$ cat config.mk
export PLATFORM = sky130hd
export DESIGN_NAME = coin_acceptor_flat
export DESIGN_NICKNAME = d
export VERILOG_FILES = /design/src/rtl/coin_pkg.sv /design/src/rtl/coin_acceptor_if.sv /design/src/rtl/coin_fifo.sv /design/src/rtl/coin_acceptor.sv /design/src/flat_wrapper.sv
export SDC_FILE = /design/constraint.sdc
export NUM_CORES = 1
export LEC_CHECK = 0
export ABC_AREA = 1
export ABC_CLOCK_PERIOD_IN_PS = 5450
export CAP_MARGIN = 20
export CELL_PAD_IN_SITES_DETAIL_PLACEMENT = 1
export CELL_PAD_IN_SITES_GLOBAL_PLACEMENT = 2
export CORE_MARGIN = 2
export CORE_UTILIZATION = 34
export DETAILED_ROUTE_END_ITERATION = 12
export PLACE_DENSITY = 0.92
export SLEW_MARGIN = 15
export SYNTH_ARGS = -nofsm -noshare
export SYNTH_HDL_FRONTEND = slang
export SYNTH_SLANG_ARGS = --single-unit
$ cat constraint.sdc
create_clock -name clk -period 5.45 [get_ports clk]
set_input_delay 0.545 -clock clk [delete_from_list [all_inputs] [get_ports clk]]
set_output_delay 0.545 -clock clk [all_outputs]
set_load 0.03 [all_outputs]
$ cat src/rtl/coin_pkg.sv
// Shared types for the coin acceptor: coin encodings, their nickel values and FSM states.
package coin_pkg;

  typedef enum logic [1:0] {
    NICKEL  = 2'b00,
    DIME    = 2'b01,
    QUARTER = 2'b10,
    SLUG    = 2'b11
  } coin_type_e;

  typedef enum logic [1:0] {
    IDLE,
    ACCUM,
    VEND,
    REFUND
  } acc_state_e;

  function automatic logic [2:0] coin_value(coin_type_e t);
    case (t)
      NICKEL:  return 3'd1;
      DIME:    return 3'd2;
      QUARTER: return 3'd5;
      default: return 3'd0;
    endcase
  endfunction

endpackage

$ cat src/rtl/coin_acceptor_if.sv
// Coin mechanism and drink machine handshakes seen by the coin acceptor.
interface coin_acceptor_if;
  import coin_pkg::*;

  logic       coin_valid;
  coin_type_e coin_type;
  logic       coin_ready;
  logic       cancel;
  logic       vend_req;
  logic       vend_ack;
  logic [3:0] change_nickels;
  logic       refund_valid;
  logic       coin_reject;
  logic [5:0] credit;

  modport master (
    output coin_valid, coin_type, cancel, vend_ack,
    input  coin_ready, vend_req, change_nickels, refund_valid, coin_reject, credit
  );

  modport slave (
    input  coin_valid, coin_type, cancel, vend_ack,
    output coin_ready, vend_req, change_nickels, refund_valid, coin_reject, credit
  );
endinterface

$ cat src/rtl/coin_fifo.sv
// Synchronous show-ahead FIFO; DEPTH must be a power of 2 (>= 2).
module coin_fifo #(
  parameter int WIDTH = 2,
  parameter int DEPTH = 4
) (
  input  logic             clk,
  input  logic             reset,
  input  logic             push,
  input  logic [WIDTH-1:0] wdata,
  input  logic             pop,
  output logic [WIDTH-1:0] rdata,
  output logic             full,
  output logic             empty
);
  localparam int AW = $clog2(DEPTH);

  logic [WIDTH-1:0] mem [DEPTH];
  logic [AW:0]      wr_ptr;
  logic [AW:0]      rd_ptr;

  // Extra pointer bit distinguishes full from empty when the indices match.
  assign empty = (wr_ptr == rd_ptr);
  assign full  = (wr_ptr[AW] != rd_ptr[AW]) && (wr_ptr[AW-1:0] == rd_ptr[AW-1:0]);
  assign rdata = mem[rd_ptr[AW-1:0]];

  // NOTE: non-blocking (<=) so every flop samples pre-edge values regardless of statement order.
  always_ff @(posedge clk) begin
    if (reset) begin
      wr_ptr <= '0;
      rd_ptr <= '0;
    end else begin
      if (push && !full)  wr_ptr <= wr_ptr + 1'b1;
      if (pop  && !empty) rd_ptr <= rd_ptr + 1'b1;
    end
  end

  // NOTE: storage is not reset; the pointers alone define valid entries, so the array can map to RAM.
  always_ff @(posedge clk) begin
    if (push && !full) mem[wr_ptr[AW-1:0]] <= wdata;
  end

endmodule

$ cat src/rtl/coin_acceptor.sv
// Coin intake: buffers coins, accumulates credit in nickels, requests vends and refunds.
// Optional idle-refund timeout enabled by defining COIN_TIMEOUT_EN.
module coin_acceptor
  import coin_pkg::*;
#(
  parameter int PRICE_NICKELS  = 10,
  parameter int MAX_CREDIT     = 25,
  parameter int FIFO_DEPTH     = 4,
  parameter int TIMEOUT_CYCLES = 1000
) (
  input  logic            clk,
  input  logic            reset,
  coin_acceptor_if.slave  bus
);

  acc_state_e state_q, state_d;
  logic [5:0] credit_q, credit_d, add_credit;
  logic       stage_valid_q;
  coin_type_e stage_type_q;
  logic       reject_q, reject_d;
  logic       fifo_full, fifo_empty, push, pop;
  logic [1:0] fifo_rdata;
  logic [6:0] sum;
  logic [3:0] refund_amt, change;
  logic       vend_req, refund_valid, timeout_fire;

  assign bus.coin_ready = !reset && !fifo_full;
  assign push           = bus.coin_valid && bus.coin_ready;

  coin_fifo #(.WIDTH(2), .DEPTH(FIFO_DEPTH)) u_fifo (
    .clk   (clk),
    .reset (reset),
    .push  (push),
    .wdata (bus.coin_type),
    .pop   (pop),
    .rdata (fifo_rdata),
    .full  (fifo_full),
    .empty (fifo_empty)
  );

`ifdef COIN_TIMEOUT_EN
  localparam int TO_W = $clog2(TIMEOUT_CYCLES + 1);
  logic [TO_W-1:0] to_cnt_q;
  logic            idle_wait;

  // Counts only truly idle cycles with partial credit; any new coin restarts the wait.
  assign idle_wait = ((state_q == IDLE) || (state_q == ACCUM)) && (credit_q != '0) &&
                     (credit_q < 6'(PRICE_NICKELS)) && !stage_valid_q && fifo_empty && !bus.cancel;
  assign timeout_fire = idle_wait && (to_cnt_q == TO_W'(TIMEOUT_CYCLES - 1));

  always_ff @(posedge clk) begin
    if (reset || push || !idle_wait) to_cnt_q <= '0;
    else                             to_cnt_q <= to_cnt_q + 1'b1;
  end
`else
  assign timeout_fire = 1'b0;
`endif

  // A popped coin sits one cycle in the stage register before it is credited or rejected.
  assign sum        = {1'b0, credit_q} + {4'b0, coin_value(stage_type_q)};
  assign refund_amt = (credit_q > 6'd15) ? 4'd15 : credit_q[3:0];

  // NOTE: every output gets a default first so no path leaves one unassigned (no latch).
  always_comb begin
    state_d      = state_q;
    credit_d     = credit_q;
    add_credit   = credit_q;
    reject_d     = 1'b0;
    pop          = 1'b0;
    vend_req     = 1'b0;
    refund_valid = 1'b0;
    change       = 4'd0;

    if (stage_valid_q) begin
      if (stage_type_q == SLUG || sum > 7'(MAX_CREDIT)) reject_d   = 1'b1;
      else                                              add_credit = sum[5:0];
    end

    case (state_q)
      IDLE, ACCUM: begin
        credit_d = add_credit;
        if (add_credit >= 6'(PRICE_NICKELS)) begin
          state_d = VEND;
        end else if (add_credit != '0 && (bus.cancel || timeout_fire)) begin
          state_d = REFUND;
        end else begin
          pop     = !fifo_empty;
          state_d = (add_credit == '0) ? IDLE : ACCUM;
        end
      end
      VEND: begin
        vend_req = 1'b1;
        change   = 4'(credit_q - 6'(PRICE_NICKELS));
        if (bus.vend_ack) begin
          credit_d = '0;
          state_d  = IDLE;
        end
      end
      REFUND: begin
        refund_valid = 1'b1;
        change       = refund_amt;
        credit_d     = credit_q - {2'b00, refund_amt};
        if (credit_q > 6'd15 && bus.cancel) state_d = REFUND;
        else                                state_d = (credit_d == '0) ? IDLE : ACCUM;
      end
      default: state_d = IDLE;
    endcase
  end

  always_ff @(posedge clk) begin
    if (reset) begin
      state_q       <= IDLE;
      credit_q      <= '0;
      stage_valid_q <= 1'b0;
      stage_type_q  <= NICKEL;
      reject_q      <= 1'b0;
    end else begin
      state_q       <= state_d;
      credit_q      <= credit_d;
      stage_valid_q <= pop;
      reject_q      <= reject_d;
      if (pop) stage_type_q <= coin_type_e'(fifo_rdata);
    end
  end

  assign bus.vend_req       = vend_req;
  assign bus.refund_valid   = refund_valid;
  assign bus.change_nickels = change;
  assign bus.coin_reject    = reject_q;
  assign bus.credit         = credit_q;

endmodule

$ cat src/flat_wrapper.sv
// flat-port wrapper written by rule: the top's interface ports become plain ports
module coin_acceptor_flat import coin_pkg::*;
#(
  parameter int PRICE_NICKELS  = 10,
  parameter int MAX_CREDIT     = 25,
  parameter int FIFO_DEPTH     = 4,
  parameter int TIMEOUT_CYCLES = 1000
)
  (clk, reset, bus_coin_valid, bus_coin_type, bus_cancel, bus_vend_ack, bus_coin_ready, bus_vend_req, bus_change_nickels, bus_refund_valid, bus_coin_reject, bus_credit);
  coin_acceptor_if bus_i ();
  input  logic clk;
  input  logic reset;
  input wire logic [$bits(bus_i.coin_valid)-1:0] bus_coin_valid;
  input wire logic [$bits(bus_i.coin_type)-1:0] bus_coin_type;
  input wire logic [$bits(bus_i.cancel)-1:0] bus_cancel;
  input wire logic [$bits(bus_i.vend_ack)-1:0] bus_vend_ack;
  output wire logic [$bits(bus_i.coin_ready)-1:0] bus_coin_ready;
  output wire logic [$bits(bus_i.vend_req)-1:0] bus_vend_req;
  output wire logic [$bits(bus_i.change_nickels)-1:0] bus_change_nickels;
  output wire logic [$bits(bus_i.refund_valid)-1:0] bus_refund_valid;
  output wire logic [$bits(bus_i.coin_reject)-1:0] bus_coin_reject;
  output wire logic [$bits(bus_i.credit)-1:0] bus_credit;
  assign bus_i.coin_valid = bus_coin_valid;
  assign bus_i.coin_type = bus_coin_type;
  assign bus_i.cancel = bus_cancel;
  assign bus_i.vend_ack = bus_vend_ack;
  assign bus_coin_ready = bus_i.coin_ready;
  assign bus_vend_req = bus_i.vend_req;
  assign bus_change_nickels = bus_i.change_nickels;
  assign bus_refund_valid = bus_i.refund_valid;
  assign bus_coin_reject = bus_i.coin_reject;
  assign bus_credit = bus_i.credit;
  coin_acceptor #(.PRICE_NICKELS(PRICE_NICKELS), .MAX_CREDIT(MAX_CREDIT), .FIFO_DEPTH(FIFO_DEPTH), .TIMEOUT_CYCLES(TIMEOUT_CYCLES)) u_core (.clk(clk), .reset(reset), .bus(bus_i));
endmodule
==> results_dict.tcl <==
set metrics [dict create \
    synth_edf_count 8 \
    postLayoutCoreUtil 0.418 \
    port_buffers 20 \
    cts_max_path_buffers 2 \
    seq_power_share 0.305 \
    antennaDiodeCount 0 \
    reg2regPathDepth 19 \
    insertion_delay_ns 0.27 \
    yosys_warnings 0 \
    root_buffer "clkbuf_8" \
    final_max_slew_viol_count 0 \
    yosysSeqAreaShare 0.338 \
    drt_iter0_drc 57 \
    ys.flop_type "dfxtp_1" \
    die_h_um 76.3 \
    overflow 0 \
    netlist_top_cells_count "nand2_1, inv_1, nor2_1, dfxtp_1, nand3_1" \
    die_x_um 76.3 \
    yosys-top-cells-area "dfxtp_1, nand2_1, edfxtp_1" \
    synthArstFlopShare 0 \
    rsz0062_at_grt "no" \
    gp_congestion 0.836 \
    start_util 0.350 \
    via_per_inst 4.87 \
    h-tree-depth 1 \
    numCtsBuffers 3 \
    drtPass1Iterations 4 \
    leakagePower_nw 0.917 \
    fin_crit_sh 0.534 \
    synth_fp_nets 265 \
    p_comb_frac 0.530 \
    wl_um 4610 \
    power.internal_uw 512 \
    worst_setup_path_end_kind "primary output" \
    ctsResizeCount 0 \
    ir_drop_uv 198 \
    pwr-share-clk 0.165 \
    start_kind "input pin" \
    antenna_left 0 \
    ys_ff_latch 26 \
    wl_per_cell_um 13.6 \
    seq_area_um2 601 \
    vias 1646 \
    synth.most_common_cell "nand2_1" \
    multiInputGateArea_um2 1040 \
    cellPowerDensity_nw_per_um2 455 \
    yosys.area.top_type "dfxtp_1" \
    synth_top_area_share 0.203 \
    wl_met2_um 2190 \
    grt_pass1_wl_um 7790 \
    grt_pass1_vias 1661 \
    required_ns 4.91 \
    netlist_instances 246 \
    skew_ns 0.00682 \
    clk_pin_slew_ns 0.09 \
    worst-setup-path-type "input pin to primary output" \
    syn_area_um2 1780 \
    highest_layer "met4" \
    setup_violations 0 \
    worstHoldPathCells 2 \
    p_switching_uw 454 \
    fin_setup_tns_ns 0 \
    synth.distinct_cells 31 \
    nets 288 \
    hold_viol 0 \
    antenna_found_initial 0 \
    die_area_um2 5820 \
    drv_cap 0 \
    hold_class "flop to flop" \
    max_freq_mhz 344 \
    power_uw 966 \
    syn_area_per_cell_um2 7.22 \
    drt-met1-wl_um 2250 \
    core_um2 5070 \
    drc 0 \
    cts_tree "done" \
    switching_share 0.470 \
    postCtsHoldBufs 0 \
    dp_hpwl_um 3590 \
    path_max_fanout 13 \
    dr_wl_met3_um 143 \
    rows 26 \
    syn_to_final_growth_pct 19.6 \
    clock-sinks 26 \
    tightest_slew_ns 0.510 \
    track_usage 0.164 \
    io_pins 21 \
    outcome "completed" \
    drive_above_1_share 0.0784 \
    fill_cells 674 \
    crit_arrival_ns 2.37 \
    postCtsSetupBuffers 0 \
    grt_max_degree 16 \
    max-slew-margin-rel 0.659 \
    period_minus_slack_ns 2.91 \
]
-- per-stage QoR --
stage	std cells	instance area [um^2]	worst slack [ns]	hold slack, ns
after floorplan	246	1780	2.86	0.475
after global placement	334	2050	2.56	0.493
after detailed placement	334	2050	2.52	0.503
after CTS	338	2120	2.51	0.515
after global routing	338	2120	2.18	0.562
final	338	2120	2.54	0.508
-- power by group through the flow --
stage	clock network (mW)	registers, mW	logic, mW
finish	0.159	0.295	0.512
global route	0.171	0.301	0.584
CTS	0.163	0.294	0.519
detailed placement	0	0.299	0.511
global placement	0	0.299	0.500
floorplan	0	0.302	0.351
-- routing by layer --
layer  GRT usage  vias up
met5           0        -
met2       0.275       22
met3      0.0284        2
met4      0.0273        0
li1            -      857
met1       0.224      765
-- worst max-delay path, stage by stage --
cell             delay, ns
clkdlybuf4s50_1       0.79
inv_1                 0.26
nand2_1               0.13
inv_1                 0.05
clkdlybuf4s50_1       0.58
-- state kept, by name, indices dropped and copies added, names as in the netlist --
| name | flops |
|---|---|
| u_core.stage_valid_q | 1 |
| u_core.u_fifo.mem | 8 |
| u_core.bus.coin_reject | 1 |
| u_core.stage_type_q | 2 |
| u_core.u_fifo.wr_ptr | 3 |
| u_core.bus.credit | 6 |
| u_core.u_fifo.rd_ptr | 3 |
| u_core.state_q | 2 |
-- cell families (layout without fill, tap and decap cells) --
| logic type | Yosys count | after routing | synth area share |
|---|---|---|---|
| AND/OR/NAND/NOR | 130 | 130 | 0.345 |
| AO/OA/AOI/OAI | 37 | 37 | 0.125 |
| buffers and inverters | 36 | 58 | 0.0782 |
| flip-flops | 26 | 26 | 0.338 |
| adder cells (fa/ha/maj) | 12 | 12 | 0.0888 |
| XOR/XNOR | 5 | 5 | 0.0247 |
-- path summary, 6_finish.rpt --
| path | slack, ns | to | start |
|---|---|---|---|
| max | 2.54 | bus_coin_ready | reset |
| min reg2reg | 0.51 | u_core.stage_type_q[0] | u_core.stage_type_q[0] |
| min | 0.51 | u_core.stage_type_q[0] | u_core.stage_type_q[0] |
| max reg2reg | 2.55 | u_core.stage_type_q[1] | u_core.bus.credit[0] |
-- cell usage in the layout, fill, tap and decap left out, types with 8 or more instances in the layout --
cell type        count
clkdlybuf4s50_1     20
edfxtp_1             8
inv_1               30
o21ai_0             10
a21oi_1             11
nor2_1              22
dfxtp_1             18
a31oi_1              9
ha_1                11
nand4_1              9
nand2_1             68
nand3_1             17
-- layout make-up --
cell class | count | area share
clock buffer | 3 | 0.0194
clock inverter | 1 | 0.0141
inverter | 34 | 0.0601
multi-input combinational | 184 | 0.488
sequential | 26 | 0.283
tap | 70 | 0.0412
timing repair buffer | 20 | 0.0943
Note: power is estimated with default switching activity, not from simulation.
